File: src/rtl/gpio_pkg.sv
// Shared register map and sizing helpers for the Wishbone GPIO block.
package gpio_pkg;

    // Register word indexes (byte address bits [4:2]).
    localparam logic [2:0] GPIO_OUT  = 3'd0;
    localparam logic [2:0] GPIO_DIR  = 3'd1;
    localparam logic [2:0] GPIO_IN   = 3'd2;
    localparam logic [2:0] GPIO_EDGE = 3'd3;
    localparam logic [2:0] GPIO_IEN  = 3'd4;

    // Width of the debounce prescaler counting 0..div-1; never narrower than one bit.
    function automatic int unsigned deb_cnt_width(input int unsigned div);
        return (div > 2) ? $clog2(div) : 1;
    endfunction

endpackage

File: src/rtl/gpio_debounce_bit.sv
// One GPIO input lane: 2-FF synchronizer, sample history and debounced level.
module gpio_debounce_bit #(
    parameter int unsigned DEB_SAMPLES = 3
) (
    input  logic clk_i,
    input  logic rst_i,
    input  logic tick_i,
    input  logic raw_i,
    output logic deb_o,
    output logic rise_o
);

    logic                   sync1_q, sync2_q;
    logic [DEB_SAMPLES-1:0] hist_q, hist_d;
    logic                   deb_q, deb_d;

    // On each tick shift in the synchronized sample; flip the level once the
    // whole history agrees on the opposite value. rise_o marks a 0->1 flip.
    always_comb begin
        hist_d = hist_q;
        deb_d  = deb_q;
        rise_o = 1'b0;
        if (tick_i) begin
            hist_d = {hist_q[DEB_SAMPLES-2:0], sync2_q};
            if (hist_d == {DEB_SAMPLES{1'b1}} && !deb_q) begin
                deb_d  = 1'b1;
                rise_o = 1'b1;
            end else if (hist_d == {DEB_SAMPLES{1'b0}} && deb_q) begin
                deb_d = 1'b0;
            end
        end
    end

    // Synchronizer, history and debounced state registers.
    always_ff @(posedge clk_i) begin
        if (rst_i) begin
            sync1_q <= 1'b0;
            sync2_q <= 1'b0;
            hist_q  <= '0;
            deb_q   <= 1'b0;
        end else begin
            sync1_q <= raw_i;
            sync2_q <= sync1_q;
            hist_q  <= hist_d;
            deb_q   <= deb_d;
        end
    end

    assign deb_o = deb_q;

endmodule

File: src/rtl/wb_gpio_debounce.sv
// Wishbone classic GPIO slave with debounced inputs, rising-edge flags and a level IRQ.
module wb_gpio_debounce
    import gpio_pkg::*;
#(
    parameter int unsigned WIDTH       = 8,
    parameter int unsigned DEB_DIV     = 10000,
    parameter int unsigned DEB_SAMPLES = 3
) (
    input  logic             wb_clk_i,
    input  logic             wb_rst_i,
    input  logic [4:0]       wb_adr_i,
    input  logic [31:0]      wb_dat_i,
    input  logic [3:0]       wb_sel_i,
    input  logic             wb_we_i,
    input  logic             wb_cyc_i,
    input  logic             wb_stb_i,
    output logic [31:0]      wb_dat_o,
    output logic             wb_ack_o,
    input  logic [WIDTH-1:0] gpio_i,
    output logic [WIDTH-1:0] gpio_o,
    output logic [WIDTH-1:0] gpio_oe,
    output logic             irq_o
);

    localparam int unsigned CntW = deb_cnt_width(DEB_DIV);

    logic [CntW-1:0]  cnt_q, cnt_d;
    logic             tick;
    logic [WIDTH-1:0] out_q, out_d, dir_q, dir_d, edge_q, edge_d, ien_q, ien_d;
    logic             ack_q, ack_d, irq_q, irq_d;
    logic [31:0]      dat_q, dat_d;
    logic [WIDTH-1:0] deb, rise;
    logic             req, wr;
    logic [2:0]       reg_idx;
    logic [31:0]      lane_mask;
    logic [WIDTH-1:0] wmask, wdat, rsel;
    logic             unused_bits;

    // Debounce sample prescaler: wraps at DEB_DIV-1 and ticks on that cycle.
    always_comb begin
        tick  = (cnt_q == CntW'(DEB_DIV - 1));
        cnt_d = tick ? '0 : cnt_q + 1'b1;
    end

    for (genvar i = 0; i < WIDTH; i++) begin : g_bit
        gpio_debounce_bit #(
            .DEB_SAMPLES(DEB_SAMPLES)
        ) u_bit (
            .clk_i (wb_clk_i),
            .rst_i (wb_rst_i),
            .tick_i(tick),
            .raw_i (gpio_i[i]),
            .deb_o (deb[i]),
            .rise_o(rise[i])
        );
    end

    // Bus decode, register next-state and read mux.
    always_comb begin
        req     = wb_cyc_i & wb_stb_i & ~ack_q;
        wr      = req & wb_we_i;
        reg_idx = wb_adr_i[4:2];
        for (int k = 0; k < 4; k++) begin
            lane_mask[8*k +: 8] = {8{wb_sel_i[k]}};
        end
        wmask = lane_mask[WIDTH-1:0];
        wdat  = wb_dat_i[WIDTH-1:0];

        out_d = out_q;
        dir_d = dir_q;
        ien_d = ien_q;
        edge_d = edge_q;
        if (wr) begin
            case (reg_idx)
                GPIO_OUT:  out_d  = (out_q & ~wmask) | (wdat & wmask);
                GPIO_DIR:  dir_d  = (dir_q & ~wmask) | (wdat & wmask);
                GPIO_IEN:  ien_d  = (ien_q & ~wmask) | (wdat & wmask);
                GPIO_EDGE: edge_d = edge_q & ~(wdat & wmask);
                default:   ;
            endcase
        end
        // A new rise overrides a same-cycle W1C clear.
        edge_d = edge_d | rise;

        case (reg_idx)
            GPIO_OUT:  rsel = out_q;
            GPIO_DIR:  rsel = dir_q;
            GPIO_IN:   rsel = deb;
            GPIO_EDGE: rsel = edge_q;
            GPIO_IEN:  rsel = ien_q;
            default:   rsel = '0;
        endcase
        dat_d = '0;
        if (req) begin
            dat_d[WIDTH-1:0] = rsel;
        end

        ack_d = req;
        irq_d = |(edge_q & ien_q);
    end

    // All block state; synchronous reset also aborts an in-flight write.
    always_ff @(posedge wb_clk_i) begin
        if (wb_rst_i) begin
            cnt_q  <= '0;
            out_q  <= '0;
            dir_q  <= '0;
            edge_q <= '0;
            ien_q  <= '0;
            ack_q  <= 1'b0;
            dat_q  <= '0;
            irq_q  <= 1'b0;
        end else begin
            cnt_q  <= cnt_d;
            out_q  <= out_d;
            dir_q  <= dir_d;
            edge_q <= edge_d;
            ien_q  <= ien_d;
            ack_q  <= ack_d;
            dat_q  <= dat_d;
            irq_q  <= irq_d;
        end
    end

    assign wb_dat_o = dat_q;
    assign wb_ack_o = ack_q;
    assign gpio_o   = out_q;
    assign gpio_oe  = dir_q;
    assign irq_o    = irq_q;

    // Address byte offset and data/lane bits above WIDTH are intentionally ignored.
    assign unused_bits = ^{wb_adr_i[1:0], wb_dat_i, lane_mask};

endmodule

File: config.mk
export PLATFORM = sky130hd
export DESIGN_NAME = wb_gpio_debounce
export DESIGN_NICKNAME = d
export VERILOG_FILES = /design/src/rtl/gpio_pkg.sv /design/src/rtl/gpio_debounce_bit.sv /design/src/rtl/wb_gpio_debounce.sv
export SDC_FILE = /design/constraint.sdc
export NUM_CORES = 1
export LEC_CHECK = 0
export ABC_AREA = 1
export BUFFER_PORTS_ARGS = -buffer_cell sky130_fd_sc_hd__buf_4
export CORE_MARGIN = 2
export CORE_UTILIZATION = 30
export DETAILED_ROUTE_END_ITERATION = 8
export SLEW_MARGIN = 25
export SYNTH_ARGS = -nofsm -noshare
export SYNTH_HDL_FRONTEND = slang
export SYNTH_HIERARCHICAL = 1
export SYNTH_SLANG_ARGS = --single-unit
File: constraint.sdc
create_clock -name wb_clk_i -period 4.2 [get_ports wb_clk_i]
set_input_delay 0.21 -clock wb_clk_i [delete_from_list [all_inputs] [get_ports wb_clk_i]]
set_output_delay 0.21 -clock wb_clk_i [all_outputs]
set_load 0.02 [all_outputs]
==> summary.md <==
| Metric | Value |
|---|---|
| Cell class contributing the biggest share of worst-path delay | simple AND/OR/NAND/NOR gates |
| Worst Min Path Start | gpio_i[1] |
| Period utilisation layout | 0.5050 |
| Worst setup slack after placement | 2.052 ns |
| Final design utilization | 0.3589 |
| Clock transition at the registers of the reported paths | 0.07 ns |
| NumNets Final | 712 |
| Final non-filler cell area | 0.004962 sq mm |
| Full die area | 0.01508 sq mm |
| Relative contribution of combinational cells to total power | 0.055 |
| Kind of critical path | reg2reg |
| CP dominant cell by count | nand2_1 |
| Final setup violation count | 0 |
| Accumulated negative setup slack | 0 ns |
| Number of enable flip-flop cells after synthesis | 0 |
| Power per unit of standard cell area | 370.5 mW/mm^2 |
| Worst VDD drop | 213.8 uV |
| Die height | 122.8 um |
| Clock tree from TritonCTS | done |
| CTS Root Buffer Type | clkbuf_16 |
| Kind of path behind the tightest hold check | in2reg |
| Layout fillers | 1487 |
| Final setup slack of the worst path | 2.079 ns |
| Flip-flop cell with the highest count after synthesis | dfxtp_1 |
| CP Max Fanout | 32 |
| Number of synthesized register bits | 96 |
| Distinct cells, synth | 28 |
| Met3 demand-to-capacity share in global routing | 0.02184 |
| Worst EP required | 4.41 ns |
| Met1 usage | 0.1671 |
| Total GRT Usage | 0.1264 |
| Maximum level of the CTS H-tree | 3 |
| I/O Buffers | 50 |
| Reg2reg setup slack | 2.08 ns |
| Initial standard-cell utilization of the core | 0.3063 |
| Post-DP HPWL | 6277 um |
| Relative slew slack | 0.3830 |
| Via-to-Cell Ratio | 4.189 |
| Switching share of total power | 0.2291 |
| Worst setup skew after layout | 0.009005 ns |
| TritonCTS buffer count | 9 |
| Fraction of registers with async set or reset after synthesis | 0 |
| Via Count | 3527 |
| Final estimated routing congestion in global placement | 0.7893 |
| Result of the run | finished, final reports clean |
| Maximum number of pins on one net before global-route repair | 52 |
| Core footprint | 0.01383 sq mm |
| Setup repair after global routing missed its margin | false |
| Launch point of the worst reg-to-reg path | cnt_q[0] |
| Buffers inserted during post-CTS setup optimization | 0 |
| Total congestion overflow | 0 |
| Fin crit period | 2.121 ns |
| Average cell area after synthesis | 6.977 sq um |
| Commonest cells post-synth | nor2_1 (141), nand2_1 (121), dfxtp_1 (96) |
| Post-CTS Resized | 0 |
| Area contributors post-synth | dfxtp_1 (45%), nor2_1 (12%), nand2_1 (11%), inv_1 (6.0%), buf_4 (4.6%) |
| Final number of max-transition violations | 0 |
| Most Used Layer, Global Route | met2 |
| Number of optimization iterations in the first detailed-route pass | 4 |
| Sequential area share after synthesis | 0.4538 |
| Highest achievable clock rate | 0.4715 GHz |
| Post-Syn Instances | 607 |
| Clock Sinks | 96 |
| Clk pwr share | 0.440 |
| Layout area overhead | 17.16% |
| DRC violations left | 0 |
| Pin slew with the least headroom to its limit | 0.9221 ns |
| Initial antenna violation count | 0 |
| Wire length of the first global-routing pass | 15100 um |
| Cell breakdown of the critical path | ha_1, nand3_1, or2_2, nor3_2, buf_4, inv_1, nor2_1, nand2_1, nand2_1, a21oi_1 |
| Routed wirelength normalized by instance count | 10.43 um |
| Max Root-Sink Buffers | 2 |
| Library cell occupying the most area in the post-synthesis netlist | dfxtp_1 |
| Row cnt | 43 |
| Critical path origin | cnt_q[0] |
| CTS Hold Buffers Added | 0 |
| GR met2 Demand/Resource | 0.1941 |
| Clock insertion delay at the later pin of the skew report | 0.35 ns |
| Slowest stage delay, CP | 0.36 ns |
| Switching power summed over all nets | 0.4213 mW |
| Proportion of power drawn by flip-flops and latches | 0.505 |
| Worst path slowest cell | dfxtp_1 |
| Area used by multi-input combinational logic | 0.001867 sq mm |
| Internal Dissipation | 1.417 mW |
| Post-synthesis cell area | 0.004235 sq mm |
| Static leakage | 2.131 nW |
| Vias in the first global route | 3258 |
| Sequential cell area | 0.001922 sq mm |
| Launching element type of the critical path | register |
| Most numerous cell in the Yosys netlist | nor2_1 |
| Number of maximum-capacitance violations | 0 |
| WL final | 8784 um |
| WP data arrival | 2.33 ns |
| Fraction of final layout cells with drive strength greater than 1 | 0.1360 |
| Die extent in x | 122.8 um |
| Total I/O pin count | 104 |
| PnR Total Power | 1.839 mW |
| Post-detailed-placement cell area | 0.004673 sq mm |
| Nature of the critical path endpoint | register |
| Warning count from the yosys run | 6 |
| Routed Antenna Nets | 0 |
| Fraction of synthesized cell area taken by the top area cell type | 0.4538 |
| Hold violation count in the final report | 0 |
| Total buffers and inverters traversed by the critical path | 2 |
| Initial DRC count | 271 |
| Total inserted antenna cells | 0 |
-- cells by family after synthesis --
group | after synthesis | share of synthesized area
other | 1 | 0.0008854
AND/OR/NAND/NOR | 338 | 0.3371
buffers and inverters | 108 | 0.1270
adder cells (fa/ha/maj) | 1 | 0.002954
AO/OA/AOI/OAI | 59 | 0.07002
flip-flops | 96 | 0.4538
XOR/XNOR | 4 | 0.008273
-- power by group through the flow --
stage	clock, mW	sequential (mW)	combinational [mW]
after global placement	0	0.949	0.102
after floorplan	0	0.949	0.0832
after detailed placement	0	0.949	0.102
final	0.809	0.928	0.101
after CTS	0.836	0.928	0.102
after global routing	0.871	0.929	0.113
-- per-stage QoR --
stage | hold slack [ns] | std cells
3_3_place_gp | 0.3905 | 826
4_1_cts | 0.05282 | 842
6_report | 0.06293 | 842
2_1_floorplan | 0.2791 | 630
5_1_grt | 0.06456 | 842
3_5_place_dp | 0.3942 | 826
-- tightest hold or removal path: cells and delay by family --
kind	cells	cell delay, ns
buffers and inverters	2	0.10
and+or+nand+nor	1	0.06
-- path summary, 6_finish.rpt --
check	to	depth (start not counted)
setup / recovery	g_bit[5].u_bit/deb_o	10
hold / removal	g_bit[1].u_bit/sync1_q	3
setup reg to reg	g_bit[5].u_bit/deb_o	10
hold reg to reg	g_bit[2].u_bit/sync2_q	2
-- cell type report --
type / count / area share
clock buffer: 12 / 0.04766
clock inverter: 4 / 0.01059
inverter: 73 / 0.05572
multi-input combinational: 426 / 0.3762
sequential: 96 / 0.3873
tap: 180 / 0.04539
timing repair buffer: 51 / 0.07716
-- layer usage --
layer | part of all wire | up-vias
met5 | 0 | -
met4 | 0.023 | 0
met3 | 0.042 | 13
met2 | 0.43 | 66
met1 | 0.50 | 1514
li1 | - | 1934
-- layout by cell type, fill, tap and decap left out, drive strengths merged, types with 10 or more instances in the layout --
| cell type | count |
|---|---|
| conb | 24 |
| dfxtp | 96 |
| nor3 | 11 |
| nor2 | 154 |
| clkbuf | 12 |
| nand4 | 10 |
| nand3 | 36 |
| o21ai | 28 |
| a21oi | 30 |
| inv | 73 |
| nand2 | 125 |
| buf | 51 |
No activity file was read; power rests on OpenSTA's default activity.
